==> config.mk <==
export PLATFORM = sky130hd
export DESIGN_NAME = sevenseg_scan_decoder
export DESIGN_NICKNAME = d
export VERILOG_FILES = /design/src/rtl/sevenseg_scan_decoder.sv
export SDC_FILE = /design/constraint.sdc
export NUM_CORES = 1
export LEC_CHECK = 0
export ABC_AREA = 0
export CAP_MARGIN = 5
export CELL_PAD_IN_SITES_DETAIL_PLACEMENT = 1
export CELL_PAD_IN_SITES_GLOBAL_PLACEMENT = 1
export CORE_UTILIZATION = 30
export CTS_BUF_LIST = sky130_fd_sc_hd__clkbuf_16
export DETAILED_ROUTE_END_ITERATION = 10
export PLACE_DENSITY_LB_ADDON = 0.25
export SYNTH_ARGS = -nofsm -noshare
export SYNTH_HDL_FRONTEND = slang
export SYNTH_SLANG_ARGS = --single-unit
==> constraint.sdc <==
create_clock -name i_clk -period 3.03 [get_ports i_clk]
set_clock_uncertainty 0.15 [all_clocks]
set_input_delay 0.303 -clock i_clk [delete_from_list [all_inputs] [get_ports i_clk]]
set_output_delay 0.303 -clock i_clk [all_outputs]
set_load 0.005 [all_outputs]
==> src/rtl/sevenseg_scan_decoder.sv <==
// Rebuilds the {L,C,R,O} status word from an active-low multiplexed anode/segment bus and flags
// bad glyphs, bad scan order and stalled scanning. Define SEG_SYNC_EN for 2-flop input synchronizers.
module sevenseg_scan_decoder #(
    parameter int SETTLE  = 1,
    parameter int CONFIRM = 2,
    parameter int TIMEOUT = 64
) (
    input  logic       i_clk,
    input  logic       i_rst_n,
    input  logic [3:0] i_an_in,
    input  logic [6:0] i_seg_in,
    output logic [3:0] o_status,
    output logic       o_status_valid,
    output logic       o_locked,
    output logic       o_glyph_err,
    output logic       o_seq_err,
    output logic       o_stall
);
    localparam int            IW        = 10;
    localparam logic [3:0]    SETTLE_C  = 4'(SETTLE);
    localparam logic [3:0]    CONFIRM_C = 4'(CONFIRM);
    localparam logic [IW-1:0] TIMEOUT_C = IW'(TIMEOUT);
    localparam logic [6:0]    SEG_BLANK = 7'b1000000;

    typedef enum logic {HUNT, SCAN} state_t;

    logic [3:0] w_an;
    logic [6:0] w_seg;

`ifdef SEG_SYNC_EN
    logic [3:0] r_an_s1, r_an_s2;
    logic [6:0] r_seg_s1, r_seg_s2;

    always_ff @(posedge i_clk or negedge i_rst_n) begin
        if (!i_rst_n) begin
            r_an_s1  <= '1;
            r_an_s2  <= '1;
            r_seg_s1 <= '1;
            r_seg_s2 <= '1;
        end else begin
            r_an_s1  <= i_an_in;
            r_an_s2  <= r_an_s1;
            r_seg_s1 <= i_seg_in;
            r_seg_s2 <= r_seg_s1;
        end
    end

    assign w_an  = r_an_s2;
    assign w_seg = r_seg_s2;
`else
    assign w_an  = i_an_in;
    assign w_seg = i_seg_in;
`endif

    state_t        r_state, w_state_nxt;
    logic [3:0]    r_an_q, r_dwell, r_frame, r_prev, r_cnt, r_status;
    logic [IW-1:0] r_idle;
    logic [1:0]    r_exp;
    logic          r_need, r_status_vld, r_locked, r_glyph_err, r_seq_err, r_stall;

    logic          w_chg, w_sample, w_legal, w_glyph_ok, w_bit, w_confirmed, w_hunt, w_stall_nxt;
    logic [3:0]    w_dwell, w_dwell_nxt, w_done, w_cnt_eval;
    logic [IW-1:0] w_idle, w_idle_nxt;
    logic [1:0]    w_pos, w_exp_nxt;
    logic [6:0]    w_exp_glyph;
    logic [3:0]    w_frame_nxt, w_prev_nxt, w_cnt_nxt, w_status_nxt;
    logic          w_need_nxt, w_status_vld_nxt, w_locked_nxt, w_glyph_err_nxt, w_seq_err_nxt;

    // The change cycle itself counts as the first clock of a dwell, so both counters restart from zero there.
    assign w_chg       = (w_an != r_an_q);
    assign w_dwell     = w_chg ? 4'd0 : r_dwell;
    assign w_dwell_nxt = (w_dwell == 4'd15) ? w_dwell : w_dwell + 4'd1;
    assign w_idle      = w_chg ? '0 : r_idle;
    assign w_idle_nxt  = (w_idle >= TIMEOUT_C) ? TIMEOUT_C : w_idle + IW'(1);
    assign w_stall_nxt = (w_idle_nxt == TIMEOUT_C);
    assign w_sample    = (w_dwell == SETTLE_C);

    always_comb begin
        w_legal     = 1'b1;
        w_pos       = 2'd0;
        w_exp_glyph = 7'b0100011;
        case (w_an)
            4'b1110: begin w_pos = 2'd0; w_exp_glyph = 7'b0100011; end
            4'b1101: begin w_pos = 2'd1; w_exp_glyph = 7'b0101111; end
            4'b1011: begin w_pos = 2'd2; w_exp_glyph = 7'b1000110; end
            4'b0111: begin w_pos = 2'd3; w_exp_glyph = 7'b1000111; end
            default: w_legal = 1'b0;
        endcase
    end

    assign w_glyph_ok  = (w_seg == SEG_BLANK) || (w_seg == w_exp_glyph);
    assign w_bit       = (w_seg != SEG_BLANK);
    assign w_done      = {w_bit, r_frame[2:0]};
    assign w_cnt_eval  = (w_done != r_prev) ? 4'd1 :
                         (r_cnt >= CONFIRM_C) ? CONFIRM_C : r_cnt + 4'd1;
    assign w_confirmed = (w_cnt_eval == CONFIRM_C);

    always_comb begin
        w_state_nxt      = r_state;
        w_exp_nxt        = r_exp;
        w_frame_nxt      = r_frame;
        w_prev_nxt       = r_prev;
        w_cnt_nxt        = r_cnt;
        w_status_nxt     = r_status;
        w_need_nxt       = r_need;
        w_status_vld_nxt = 1'b0;
        w_locked_nxt     = r_locked;
        w_glyph_err_nxt  = 1'b0;
        w_seq_err_nxt    = 1'b0;
        w_hunt           = 1'b0;

        if (w_sample) begin
            if (!w_legal) begin
                w_seq_err_nxt = 1'b1;
                w_hunt        = 1'b1;
            end else if (!w_glyph_ok) begin
                w_glyph_err_nxt = 1'b1;
                w_hunt          = 1'b1;
            end else if (r_state == HUNT) begin
                if (w_pos == 2'd0) begin
                    w_state_nxt    = SCAN;
                    w_exp_nxt      = 2'd1;
                    w_frame_nxt[0] = w_bit;
                end
            end else if (w_pos != r_exp) begin
                w_seq_err_nxt = 1'b1;
                w_hunt        = 1'b1;
            end else begin
                w_frame_nxt[w_pos] = w_bit;
                w_exp_nxt          = w_pos + 2'd1;
                if (w_pos == 2'd3) begin
                    w_cnt_nxt    = w_cnt_eval;
                    w_prev_nxt   = w_done;
                    w_locked_nxt = w_confirmed;
                    if (w_confirmed && (w_done != r_status || r_need)) begin
                        w_status_nxt     = w_done;
                        w_status_vld_nxt = 1'b1;
                        w_need_nxt       = 1'b0;
                    end
                end
            end
        end

        if (w_stall_nxt) begin
            w_hunt = 1'b1;
        end

        // Any resync forces a fresh CONFIRM run and a reload of status once it completes.
        if (w_hunt) begin
            w_state_nxt  = HUNT;
            w_cnt_nxt    = 4'd0;
            w_locked_nxt = 1'b0;
            w_need_nxt   = 1'b1;
        end
    end

    always_ff @(posedge i_clk or negedge i_rst_n) begin
        if (!i_rst_n) begin
            r_state      <= HUNT;
            r_an_q       <= '1;
            r_dwell      <= '0;
            r_idle       <= '0;
            r_exp        <= '0;
            r_frame      <= '0;
            r_prev       <= '0;
            r_cnt        <= '0;
            r_status     <= '0;
            r_need       <= 1'b1;
            r_status_vld <= 1'b0;
            r_locked     <= 1'b0;
            r_glyph_err  <= 1'b0;
            r_seq_err    <= 1'b0;
            r_stall      <= 1'b0;
        end else begin
            r_state      <= w_state_nxt;
            r_an_q       <= w_an;
            r_dwell      <= w_dwell_nxt;
            r_idle       <= w_idle_nxt;
            r_exp        <= w_exp_nxt;
            r_frame      <= w_frame_nxt;
            r_prev       <= w_prev_nxt;
            r_cnt        <= w_cnt_nxt;
            r_status     <= w_status_nxt;
            r_need       <= w_need_nxt;
            r_status_vld <= w_status_vld_nxt;
            r_locked     <= w_locked_nxt;
            r_glyph_err  <= w_glyph_err_nxt;
            r_seq_err    <= w_seq_err_nxt;
            r_stall      <= w_stall_nxt;
        end
    end

    assign o_status       = r_status;
    assign o_status_valid = r_status_vld;
    assign o_locked       = r_locked;
    assign o_glyph_err    = r_glyph_err;
    assign o_seq_err      = r_seq_err;
    assign o_stall        = r_stall;

endmodule

## Word level (Yosys, flattened, before mapping)

Index checks and enable logic that the tools add are counted.

- Output and inout bits: 9
- Input bits: 13
- Logic and storage cells: 128
- Register bits after elaboration: 43

- Reduce and logical (&&, ||, !) cells: 20
- Order comparisons: 4
- $add $sub $neg: 4
- Equal/unequal tests: 18
- Muxes and demuxes: 65
- Bitwise operators: 1

Operator list:

| operator | number |
|---|---|
| 1-bit 2-to-1 mux | 45 |
| 4-bit 2-to-1 mux | 11 |
| 7-bit case mux with 3 select lines | 1 |
| 10-bit 2-to-1 mux | 2 |
| 4-bit equality test, second input constant | 4 |
| 7-bit AND reduction | 2 |
| 2-bit nonzero test | 7 |
| 4-bit != test | 3 |
| 6-bit AND reduction | 2 |
| 10-bit by 1-bit adder with 10-bit output, second input constant | 1 |
| 10-bit by 7-bit equality test with 1-bit output, second input constant | 1 |
| 10-bit by 7-bit >= comparator with 1-bit output, second input constant | 1 |
| 5-bit AND reduction | 2 |
| 4-bit by 1-bit adder with 4-bit output, second input constant | 2 |
| 7-bit equality test | 1 |
| 7-bit equality test, second input constant | 1 |
| 7-bit != test, second input constant | 1 |
| 2-bit 2-to-1 mux | 3 |
| 2-bit case mux with 3 select lines | 1 |
| 4-bit bitwise mux | 1 |
| 4-bit by 1-bit equality test with 1-bit output, second input constant | 1 |
| 4-bit by 2-bit equality test with 1-bit output, second input constant | 1 |
| 4-bit by 3-bit equality test with 1-bit output, second input constant | 1 |
| 4-bit by 2-bit >= comparator with 1-bit output, second input constant | 1 |
| other kinds (13) | 16 |

## Depth between registers and ports, before layout

- Word-level depth: 13
- Depth in mapped cells: 14
- Depth with buffers taken out: 12

## Worst setup path before layout

No wires, ideal clock.

- Path kind: reg2reg
- From: register r_an_q[2]
- To: register r_cnt[3]
- Library setup time: 0.138 ns
- Path buffers: 1
- Required time: 2.742 ns
- Stages on the path, launching flop included: 12
- Period minus slack after synthesis: 2.875 ns
- Arrival time: 2.586 ns
- Path slack: 0.155 ns
- Path through: dfstp_2 > xnor2_1 > and4_1 > clkbuf_1 > nand2_1 > inv_1 > ha_1 > o41ai_1 > a21oi_1 > nor4b_1 > a211oi_2 > nor3b_1

- Cells in the longest elaborated chain, start to end: 8
- Elaborated cells between the ends (all ways): 18
- Classes of those cells: 1 x add/sub; 1 x order compare; 4 x eq/ne; 6 x mux; 6 x reduce/logical

RTL lines:

| element | line | RTL |
|---|---|---|
| start, declared | 56 | `logic [3:0] r_an_q, r_dwell, r_frame, r_prev, r_cnt, r_status;` |
| start signal, assigned | 176 | `r_an_q <= w_an;` |
| 4-bit != test * | 70 | `assign w_chg = (w_an != r_an_q);` |
| 10-bit 2-to-1 mux | 73 | `assign w_idle = w_chg ? '0 : r_idle;` |
| 10-bit by 1-bit adder with 10-bit output or 10-bit by 7-bit >= comparator with 1-bit output (tied branches) | 74 | `assign w_idle_nxt = (w_idle >= TIMEOUT_C) ? TIMEOUT_C : w_idle + IW'(1);` |
| 10-bit 2-to-1 mux | 74 |  |
| 10-bit by 7-bit equality test with 1-bit output | 75 | `assign w_stall_nxt = (w_idle_nxt == TIMEOUT_C);` |
| 1-bit 2-to-1 mux | 144 | `if (w_stall_nxt) begin` |
| 2-bit != test (no line) or 2-bit nonzero test (tied branches) | -- |  |
| 6-bit AND reduction (no line) | -- |  |
| end signal, assigned | 182 | `r_cnt <= w_cnt_nxt;` |
| end, declared | 56 |  |

Every way passes the cells marked *; elsewhere a longest branch is shown, timed or not.
A chain may end at the register's enable or synchronous reset.

## Worst setup path after layout

- From: input i_an_in[1]
- To: register r_cnt[0]

- Cells in the longest elaborated chain, start to end: 11
- Elaborated cells between the ends (all ways): 34
- Classes of those cells: 1 x add/sub; 1 x order compare; 11 x eq/ne; 13 x mux; 8 x reduce/logical

RTL lines:

| element | line | RTL |
|---|---|---|
| start, declared | 10 | `input logic [3:0] i_an_in,` |
| parallel branches: the longest is 11 deep, another holds 10-bit by 1-bit adder with 10-bit output | -- |  |

Several ways; the timed one is not identified.

==> impl_metrics.ini <==
[critical_path]
r2r-start = r_an_q[1]
reg2reg_slack_ns = 0.22
crit_required_ns = 3.03
ff2ff_path_depth = 10
crit_type = primary input to flop
cp_max_fo = 7
critPathLaunchType = primary input
rr_endpoint = r_cnt[0]
critPathCaptureType = flop
crit_arrival_ns = 2.82

[yosys]
async_flop_share_pct = 100
synth_edf_count = 0
syn_area_um2 = 2450
syn_inst = 234
ys.flop_type = dfrtp_1
synth_largest_area_cell = dfrtp_1
ys_ff_latch = 42
synth_top_area_share_pct = 37.9
netlist_top_cells_area = dfrtp_1 (38%), dfstp_2 (5.4%), xnor2_1 (4.7%), ha_1 (4.6%), mux2_2 (4.1%)
syn_area_per_cell_um2 = 10.5
synth_commonest_cells = dfrtp_1 (37), nor2_1 (15), nand2_1 (13), xnor2_1 (13), nand3_1 (11)
synth_most_common_cell = dfrtp_1
yosys_warnings = 0
seq_area_frac_synth_pct = 43.2
netlist-cell-type-count = 60

[pwr]
total_leakage_power_nw = 1.40
intPower_uw = 938
ir_worst_vdd_mv = 0.237
power_frac_comb_pct = 11.3
p_sw_uw = 293
p_per_area_nw_per_um2 = 389
swShare_pct = 23.8
power_frac_seq_pct = 47.1
clockPowerShare_pct = 41.6

[final_layout]
design_area_um2 = 3160
post-route-util_pct = 40.5
num-nets-final = 316
fin_cells = 397
syn_to_final_growth_pct = 29.3
diodes = 0
drive_gt1_share_pct = 24.7

[floorplanning]
core_um2 = 7810
io_pins = 22
initial_utilization_pct = 31.3
dieArea_um2 = 8520
die_x_um = 92.3
die_h_um = 92.3
rows = 32

[global_routing]
use_met2_pct = 25.6
grt_overflow_total = 0
grt_max_degree = 43
grt_util_all_layers_pct = 15.1
grt_antenna_before_repair = 0
first_global_vias = 2057
top_usage_layer = met2
grt_pass1_wl_um = 10000
use_met1_pct = 19.2
use_met3_pct = 2.71

[route]
drc = 0
finalWirelength_um = 5940
via_per_inst = 4.93
drtIter0Drc = 31
routedWlPerCell_um = 14.9
first_pass_iters = 4
postRouteAntennaNets = 0
vias = 1956

[sta]
slew_viol_final = 0
rsz0062_at_grt = false
timing.final.ws_setup_ns = 0.206
hold_viol_final = 0
min_period_over_period_pct = 93.2
worst_hold_slack_ns = 0.0139
worst_pin_slew_ns = 0.975
finalSetupViolCount = 0
fmax_ghz = 0.354
fin_crit_ns = 2.82
max_slew_margin_pct = 35.0

[clock_tree]
cts_buffer_depth = 2
hold_buffers = 0
numClockSinks = 42
clkTransAtPathRegs_ns = 0.06
cts_made_buffers = 5
clock_latency_ns = 0.28
htree_levels = 2
cts_tree = yes
cts_root_buf = clkbuf_16

[placement]
placed_area_um2 = 3020
dp_hpwl_um = 4410
place_ws_ns = -0.224
globalplace.congestion = 0.794
port_buffers = 21
dpl.cell_count = 389

[hold_path]
hp-class = primary input to asynchronous set/reset pin

[run_status]
outcome = finished clean

[job]
maxCapViolations = 0
worst max path at each step:
stage,startpoint,end,slack [ns]
floorplan,r_an_q[2],r_cnt[3],0.16
finish,i_an_in[1],r_cnt[0],0.21
CTS,i_an_in[1],r_cnt[0],0.08
global route,i_an_in[1],r_cnt[3],0.04
global placement,i_an_in[1],r_cnt[0],-0.10
detailed placement,i_an_in[1],r_cnt[0],-0.22
critical path, stage by stage:
cell and delay [ns]:
clkdlybuf4s50_1 0.44, xnor2_1 0.22, and4_2 0.33, and2_1 0.15, ha_1 0.26, o41ai_2 0.41, a21oi_1 0.11, nor4b_1 0.15
a211oi_2 0.20, buf_4 0.18, a211oi_1 0.05
repair_timing:
| action | in CTS | in global routing |
|---|---|---|
| setup endpoints to repair | 0 | 7 |
| buffers inserted | 0 | 0 |
| gates resized for setup | 0 | 2 |
cells by family after synthesis:
| family | after synthesis | synth area share (%) |
|---|---|---|
| other | 1 | 0.153 |
| DFF | 42 | 43.2 |
| adders and majority gates | 9 | 4.60 |
| muxes | 11 | 5.37 |
| buffers and inverters | 16 | 3.63 |
| xor gates and xnor gates | 19 | 6.80 |
| AOI/OAI and AO/OA | 48 | 15.1 |
| and+or+nand+nor | 88 | 21.1 |
cell type report:
| cell class | instances | area (um^2) |
|---|---|---|
| fillers | 888 | 4640 |
| multi-input cells | 178 | 1320 |
| flip-flops and latches | 42 | 1060 |
| repair buffers | 60 | 498 |
| well taps | 102 | 128 |
| clock buffers | 5 | 125 |
| inverters | 7 | 26.3 |
| clock inverters | 3 | 12.5 |
state kept, by name (all words and copies together) (netlist names):
register and count:
o_glyph_err 1, o_locked 1, o_seq_err 1, o_stall 1
o_status 4, o_status_valid 1, r_an_q 4, r_cnt 4
r_dwell 4, r_exp 2, r_frame 3, r_idle 10
r_need 1, r_prev 4, r_state 1
per-layer routing:
layer / routed length (um) / up-vias
met5: 0 / -
met3: 108 / 9
li1: - / 972
met1: 2900 / 958
met4: 115 / 0
met2: 2810 / 17
power by group through the flow:
stage | Clock [mW] | Combinational [mW] | Sequential (mW)
after floorplan | 0 | 0.0638 | 0.589
after global placement | 0 | 0.137 | 0.590
after detailed placement | 0 | 0.140 | 0.590
after CTS | 0.528 | 0.140 | 0.580
after global routing | 0.548 | 0.154 | 0.581
final | 0.512 | 0.139 | 0.580
cells in the final DEF, fill, tap and decap left out, types with 4 or more instances in the layout:
cell type | synthesis | final
inv_1 | 7 | 8
and2_1 | 5 | 5
nand2_1 | 13 | 13
nor2_1 | 15 | 15
mux2_2 | 9 | 9
xnor2_1 | 13 | 13
nor3_1 | 5 | 5
buf_4 | 3 | 39
clkbuf_16 | 0 | 5
xor2_1 | 6 | 6
ha_1 | 9 | 9
nor4_1 | 4 | 4
clkdlybuf4s50_1 | 0 | 20
nand4_1 | 5 | 5
a21oi_1 | 8 | 8
a211oi_1 | 4 | 4
nand3_1 | 11 | 11
o21ai_0 | 9 | 9
dfstp_2 | 5 | 5
dfrtp_1 | 37 | 37
stage by stage:
step	setup TNS, ns	power, mW
6_report	0	1.23
5_1_grt	0	1.28
4_1_cts	0	1.25
3_5_place_dp	-1.97	0.730
3_3_place_gp	-1.21	0.727
2_1_floorplan	0	0.653
Note: power is estimated with default switching activity, not from simulation.
